<file path="config.mk">
export PLATFORM = sky130hd
export DESIGN_NAME = vga_move_ctrl
export DESIGN_NICKNAME = d
export VERILOG_FILES = /design/src/rtl/vga_move_ctrl.sv
export SDC_FILE = /design/constraint.sdc
export NUM_CORES = 1
export LEC_CHECK = 0
export ABC_CLOCK_PERIOD_IN_PS = 3600
export BUFFER_PORTS_ARGS = -buffer_cell sky130_fd_sc_hd__buf_2
export CORE_UTILIZATION = 50
export DETAILED_ROUTE_END_ITERATION = 8
export GPL_ROUTABILITY_DRIVEN = 0
export PLACE_DENSITY = 0.71
export SYNTH_ARGS = -nofsm -noshare
export SYNTH_HDL_FRONTEND = slang
export SYNTH_SLANG_ARGS = --single-unit
</file>
<file path="constraint.sdc">
create_clock -name vga_clk -period 3.6 [get_ports vga_clk]
set_input_delay 0 -clock vga_clk [delete_from_list [all_inputs] [get_ports vga_clk]]
set_output_delay 0 -clock vga_clk [all_outputs]
set_load 0.03 [all_outputs]
</file>
<file path="src/rtl/vga_move_ctrl.sv">
// Bouncing-block motion controller: updates position, speed and run state once per
// frame at the start of vertical blanking, reflecting the block off the border walls.
module vga_move_ctrl #(
    parameter logic [9:0] H_DISP    = 10'd640,
    parameter logic [9:0] V_DISP    = 10'd480,
    parameter logic [9:0] SIDE_W    = 10'd40,
    parameter logic [9:0] BLOCK_W   = 10'd40,
    parameter logic [2:0] SPEED_MAX = 3'd7,
    parameter logic [9:0] INIT_XY   = 10'd100
) (
    input  logic       vga_clk,
    input  logic       sys_rst_n,
    input  logic       frame_start,
    input  logic       key_pause,
    input  logic       key_speed_up,
    input  logic       key_speed_dn,
    output logic [9:0] block_x,
    output logic [9:0] block_y,
    output logic [2:0] speed,
    output logic [1:0] run_state,
    output logic       bounce_x,
    output logic       bounce_y
);

    typedef enum logic [1:0] {
        ST_IDLE  = 2'b00,
        ST_RUN   = 2'b01,
        ST_PAUSE = 2'b10
    } state_t;

    // Limits kept in signed 12-bit so that a step past either wall never wraps.
    localparam logic signed [11:0] XMIN_S = $signed({2'b00, SIDE_W});
    localparam logic signed [11:0] YMIN_S = $signed({2'b00, SIDE_W});
    localparam logic signed [11:0] XMAX_S = $signed({2'b00, H_DISP}) - $signed({2'b00, SIDE_W})
                                          - $signed({2'b00, BLOCK_W});
    localparam logic signed [11:0] YMAX_S = $signed({2'b00, V_DISP}) - $signed({2'b00, SIDE_W})
                                          - $signed({2'b00, BLOCK_W});

    // Axis index 0 is x, 1 is y.
    state_t          r_state;
    logic [1:0][9:0] r_pos;
    logic [1:0]      r_dir;
    logic [1:0]      r_bounce;
    logic [2:0]      r_speed;
    logic [2:0]      r_speed_pend;
    logic            r_toggle_pend;

    state_t          w_state_next;
    logic [1:0][9:0] w_pos_next;
    logic [1:0]      w_dir_next;
    logic [1:0]      w_bounce_next;
    logic [2:0]      w_speed_next;
    logic [2:0]      w_speed_pend_next;
    logic            w_toggle_pend_next;
    logic            w_move;

    assign w_move = frame_start && (r_state == ST_RUN);

    genvar gi;
    generate
        for (gi = 0; gi < 2; gi++) begin : g_axis
            localparam logic signed [11:0] L_MIN = (gi == 0) ? XMIN_S : YMIN_S;
            localparam logic signed [11:0] L_MAX = (gi == 0) ? XMAX_S : YMAX_S;

            logic signed [11:0] w_step;
            logic [9:0]         w_pos;
            logic               w_dir;
            logic               w_bounce;

            always_comb begin
                w_step   = r_dir[gi] ? ($signed({2'b00, r_pos[gi]}) + $signed({9'b0, r_speed}))
                                     : ($signed({2'b00, r_pos[gi]}) - $signed({9'b0, r_speed}));
                w_pos    = r_pos[gi];
                w_dir    = r_dir[gi];
                w_bounce = 1'b0;
                if (w_move) begin
                    // Landing exactly on a wall counts as a hit and reflects.
                    if (w_step >= L_MAX) begin
                        w_pos    = L_MAX[9:0];
                        w_dir    = 1'b0;
                        w_bounce = 1'b1;
                    end else if (w_step <= L_MIN) begin
                        w_pos    = L_MIN[9:0];
                        w_dir    = 1'b1;
                        w_bounce = 1'b1;
                    end else begin
                        w_pos    = w_step[9:0];
                    end
                end
            end

            assign w_pos_next[gi]    = w_pos;
            assign w_dir_next[gi]    = w_dir;
            assign w_bounce_next[gi] = w_bounce;
        end
    endgenerate

    always_comb begin
        w_state_next       = r_state;
        w_toggle_pend_next = r_toggle_pend;
        w_speed_pend_next  = r_speed_pend;
        w_speed_next       = r_speed;

        case (r_state)
            ST_IDLE:  if (frame_start)                  w_state_next = ST_RUN;
            ST_RUN:   if (frame_start && r_toggle_pend) w_state_next = ST_PAUSE;
            ST_PAUSE: if (frame_start && r_toggle_pend) w_state_next = ST_RUN;
            default:                                    w_state_next = ST_IDLE;
        endcase

        // A pause key landing on frame_start is held over for the next frame.
        if (frame_start) begin
            w_toggle_pend_next = key_pause;
        end else if (key_pause) begin
            w_toggle_pend_next = ~r_toggle_pend;
        end

        if (key_speed_up && !key_speed_dn && (r_speed_pend < SPEED_MAX)) begin
            w_speed_pend_next = r_speed_pend + 3'd1;
        end else if (key_speed_dn && !key_speed_up && (r_speed_pend > 3'd1)) begin
            w_speed_pend_next = r_speed_pend - 3'd1;
        end

        if (frame_start) begin
            w_speed_next = r_speed_pend;
        end
    end

    always_ff @(posedge vga_clk or negedge sys_rst_n) begin
        if (!sys_rst_n) begin
            r_state       <= ST_IDLE;
            r_pos         <= {INIT_XY, INIT_XY};
            r_dir         <= 2'b11;
            r_bounce      <= 2'b00;
            r_speed       <= 3'd1;
            r_speed_pend  <= 3'd1;
            r_toggle_pend <= 1'b0;
        end else begin
            r_state       <= w_state_next;
            r_pos         <= w_pos_next;
            r_dir         <= w_dir_next;
            r_bounce      <= w_bounce_next;
            r_speed       <= w_speed_next;
            r_speed_pend  <= w_speed_pend_next;
            r_toggle_pend <= w_toggle_pend_next;
        end
    end

    assign block_x   = r_pos[0];
    assign block_y   = r_pos[1];
    assign speed     = r_speed;
    assign run_state = r_state;
    assign bounce_x  = r_bounce[0];
    assign bounce_y  = r_bounce[1];

endmodule

</file>
# --- Yosys cells after proc, flatten, opt, wreduce, memory -nomap -nowiden ---
# Index checks and enable logic that the tools add are counted.
totals:
  regBits: 33
  inputBits: 6
classes:
  mux: 24
  n_reduce_logical: 16
  n_eq_ne: 5
  n_bitwise: 1
  magnitude_cmp: 6
  add_sub_neg: 6
ops:
  columns: ["op", "count"]
  rows:
  - ["two-way mux 10 bit", 4]
  - ["less-or-equal comparator 12 x 7 -> 1 bit (second input constant)", 2]
  - ["two-way mux 12 bit", 2]
  - ["adder 10 x 3 -> 11 bit", 2]
  - ["subtractor 10 x 3 -> 11 bit", 2]
  - [">= comparator 12 x 10 -> 1 bit (second input constant)", 1]
  - [">= comparator 12 x 11 -> 1 bit (second input constant)", 1]
  - ["two-way mux 1 bit", 12]
  - ["nonzero test 2 bit", 4]
  - ["logical AND 1 bit", 6]
  - ["two-way mux 2 bit", 3]
  - ["two-way mux 3 bit", 2]
  - ["one-hot mux 2 bit (3 select lines)", 1]
  - ["inequality test 2 bit (second input constant)", 2]
  - ["AND reduction 2 bit", 2]
  - ["adder 3 x 1 -> 3 bit (second input constant)", 1]
  - ["greater-than comparator 3 x 1 -> 1 bit (second input constant)", 1]
  - ["< comparator 3 bit (second input constant)", 1]
  - ["AND reduction 3 bit", 1]
  - ["subtractor 3 x 1 -> 3 bit (second input constant)", 1]
  - ["== test 2 x 1 -> 1 bit (second input constant)", 1]
  - ["== test 2 bit (second input constant)", 1]
  - ["logical NOT 1 bit", 2]
  - ["logical NOT 2 bit", 1]
  - ["other kinds (2)", 2]

# --- Logic depth before layout (Yosys ltp) ---
depth:
  ltp_word: 6
  depth_mapped: 11
  mapped_depth_nobuf: 11

# --- Least setup slack after synthesis ---
# OpenSTA, ideal clock, no wires.
synth_path:
  path_type: "reg2reg"
  startpoint: "reg r_speed[1], in the netlist speed[1]"
  endpoint: "reg r_pos, in the netlist block_y[1]"
  required_ns: 3.479
  t_arrival_ns: 2.942
  path_stages_with_launch: 11
  slack_ns: 0.537
  setup_time_ns: 0.121
  path_cell_list: "dfrtp_1 -> inv_1 -> ha_1 -> nor2b_1 -> o21ai_0 -> or3b_2 -> a21boi_0 -> o211ai_1 -> a211oi_2 -> nor2_1 -> a22o_1"
synth_between:
  elab_chain_cells: 5
  word_cells_on_any_way: 7
  cone_classes: "2 x add/sub; 2 x order compare; 3 x mux"
synth_lines:
  columns: ["element", "line_no", "text"]
  rows:
  - ["from (decl)", "44", "logic [2:0] r_speed;"]
  - ["from (signal assigned)", "143", "r_speed <= w_speed_next;"]
  - ["subtractor 10 x 3 -> 11 bit or adder 10 x 3 -> 11 bit (tied branches)", "72, 71", null]
  - ["two-way mux 12 bit *", "71", "w_step = r_dir[gi] ? ($signed({2'b00, r_pos[gi]}) + $signed({9'b0, r_speed}))"]
  - ["less-or-equal comparator 12 x 7 -> 1 bit", "82", "end else if (w_step <= L_MIN) begin"]
  - ["two-way mux 10 bit", "82", null]
  - ["two-way mux 10 bit *", "78", "if (w_step >= L_MAX) begin"]
  - ["to (signal assigned)", "132", "r_pos <= {INIT_XY, INIT_XY};"]
  - ["to (signal assigned)", "140", "r_pos <= w_pos_next;"]
  - ["to (decl)", "41", "logic [1:0][9:0] r_pos;"]
# Every way passes the cells marked *; elsewhere a longest branch is shown, timed or not.
# A chain may end at the register's enable or synchronous reset.

# --- Final worst setup path ---
# Ends and elaborated chain as after synthesis.

==> out/qor.csv <==
metric,value,unit
status,"complete, no violations",
antenna_found_initial,0,
fin_crit,3.27,ns
die_w,74.8,µm
final_common_cell,buf_2,
post_cts_buffers,0,
grt_pass1_vias,2178,
r2r-start,speed[1],
rsz0062_at_grt,false,
die_area,5600,µm²
max_freq,306,MHz
start_util,51.9,%
wirelength_met1,2900,µm
synth_seq_area_share,31.6,%
mostFrequentLayoutCells,"32 x buf_2, 30 x nand2_1, 23 x dfrtp_1, 21 x o21ai_0, 20 x a21oi_1",
synth_ff_type,dfrtp_1,
min_from,frame_start,
placed_cell_area,2860,µm²
syn_avg_cell_area,8.84,µm²
rr_worst_depth,10,
dr_wl_met3,237,µm
nets,355,
clock_path_buffers,2,
post-route-drc-count,0,
synth_async_sr_flop_share,100,%
crit_arrival,3.43,ns
ys_ff_latch,33,
postLayoutCellArea,2970,µm²
wl_per_cell,15.1,µm
dp_hpwl,4550,µm
r2r-end,block_y[1],
yosys.area.top_type,dfrtp_1,
clock-sinks,33,
num_antenna_cells,0,
finClkSkew,0.00863,ns
rrSetupSlack,0.33,ns
clockRootBuffer,clkbuf_8,
h-tree-depth,2,
grt_max_degree,34,
finalSetupViolCount,0,
final_util,58.2,%
clock_latency,0.29,ns
required,3.77,ns
leakagePower,0.00126,µW
num-fill-cells,480,
drive_above_1_share,21.7,%
grt_usage,24.3,%
hold_path_end,speed[1],
die_h,74.8,µm
overflow,0,
whs_path_depth,2,
wl,6080,µm
finalHoldViolCount,0,
vias_per_cell,5.78,
yosys-top-cells-area,"dfrtp_1 22%, dfstp_2 9.9%, ha_1 6.6%",
detail-route-antenna-nets,0,
yosys_warnings,0,
grt_first_pass_wirelength,10500,µm
cts_tree,yes,
synth_nets,324,
hold_class,input pin to register,
worst_slew_pin_slew,0.983,ns
io_pins,33,
area_delta_synth_final,12.1,%
drtPass1Iterations,4,
numCtsBuffers,5,
yosys.area.top_type_share,21.7,%
io_buffers,32,
drv_slew,0,
cap_viol_max_count,0,
synth_edf_count,0,
path_class,register to register,
worst-path-max-fanout,8,
finalCritPeriodShare,90.7,%
cp-start-kind,register,
power_density,866,nW/µm²
irDropWorstVdd,0.000505,V
synthCells,300,
rows,26,
tns,0,ns
top_layer,met4,
drt-initial-drc-count,197,
relSlewSlack,34.3,%
yosysUniqueCellTypes,69,
route.met2.wl,2890,µm
vias,2324,
synth_area,2650,µm²
coreArea,5110,µm²
end_kind,register,
clk_pin_slew_worst_paths,0.07,ns
-- flip-flops by register name, summed over array words and instances (netlist names) --
name	cells
block_x	10
block_y	10
r_speed_pend	3
speed	3
r_bounce	2
r_dir	2
run_state	2
r_toggle_pend	1
-- layout make-up --
type,count,area (µm²),share of cell area (%)
Clock buffer,8,90.1,3.03
Inverter,19,71.3,2.40
Timing Repair Buffer,37,203,6.82
Multi-Input combinational cell,235,1680,56.6
Sequential cell,33,838,28.2
Tap cell,70,87.6,2.95
-- synthesized netlist by cell type (6+ instances only) --
cell type  count
a21oi_1       20
clkbuf_1       9
dfrtp_1       23
dfstp_2       10
ha_1          14
inv_1         19
nand2_1       30
nand3_1        7
nor2_1        16
nor2b_1       10
nor3_1         9
o21ai_0       22
or3_1          6
xnor2_1        7
-- worst max path at each step --
stage / slack (ns) / depth (start not counted) / end / from
floorplan: 0.54 / 10 / block_y[1] / speed[1]
global placement: 0.45 / 10 / r_bounce[1] / speed[1]
detailed placement: 0.30 / 10 / block_y[1] / speed[1]
CTS: 0.27 / 10 / block_y[1] / speed[1]
global route: 0.11 / 10 / block_y[1] / speed[1]
finish: 0.33 / 10 / block_y[1] / speed[1]
-- logic make-up after synthesis --
family / count (synthesis) / synth area share [%]
mux: 5 / 1.93
simple gates: 109 / 22.8
buf+inv: 32 / 4.95
xor+xnor: 10 / 3.30
compound gates: 93 / 25.8
fa+ha+maj: 18 / 9.62
flops: 33 / 31.6
-- repair_timing --
action,in CTS,in global routing
gates resized for setup,0,1
hold buffers,2,0
endpoints found under the setup margin,0,2
endpoints found under the hold margin,24,0
-- metal layers --
| layer | up-vias | track usage [%] |
|---|---|---|
| li1 | 1158 | - |
| met1 | 1111 | 32.8 |
| met2 | 50 | 40.7 |
| met3 | 5 | 4.55 |
| met4 | 0 | 5.24 |
| met5 | - | 0 |
-- critical path, stage by stage, from the launching register on --
cell	delay (ns)
dfrtp_1	0.55
inv_1	0.14
ha_1	0.30
nor2b_1	0.13
o21ai_1	0.28
or3b_2	0.49
a21boi_0	0.35
o211ai_1	0.22
a211oi_2	0.35
nor2_1	0.12
a22o_1	0.20
-- metrics by stage --
stage	worst slack [ns]	power (µW)	instances	hold slack, ns
2_1_floorplan	0.537	1890	300	-0.296
3_3_place_gp	0.450	2240	392	0.109
3_5_place_dp	0.296	2270	392	0.120
4_1_cts	0.275	2570	402	0.0216
5_1_grt	0.113	2810	402	0.0679
6_report	0.333	2580	402	0.0267
-- power breakdown --
| part | internal [µW] | switching, µW |
|---|---|---|
| clock | 156 | 142 |
| sequential | 534 | 225 |
| combinational | 593 | 925 |
| total | 1280 | 1290 |
Note: power is estimated with default switching activity, not from simulation.
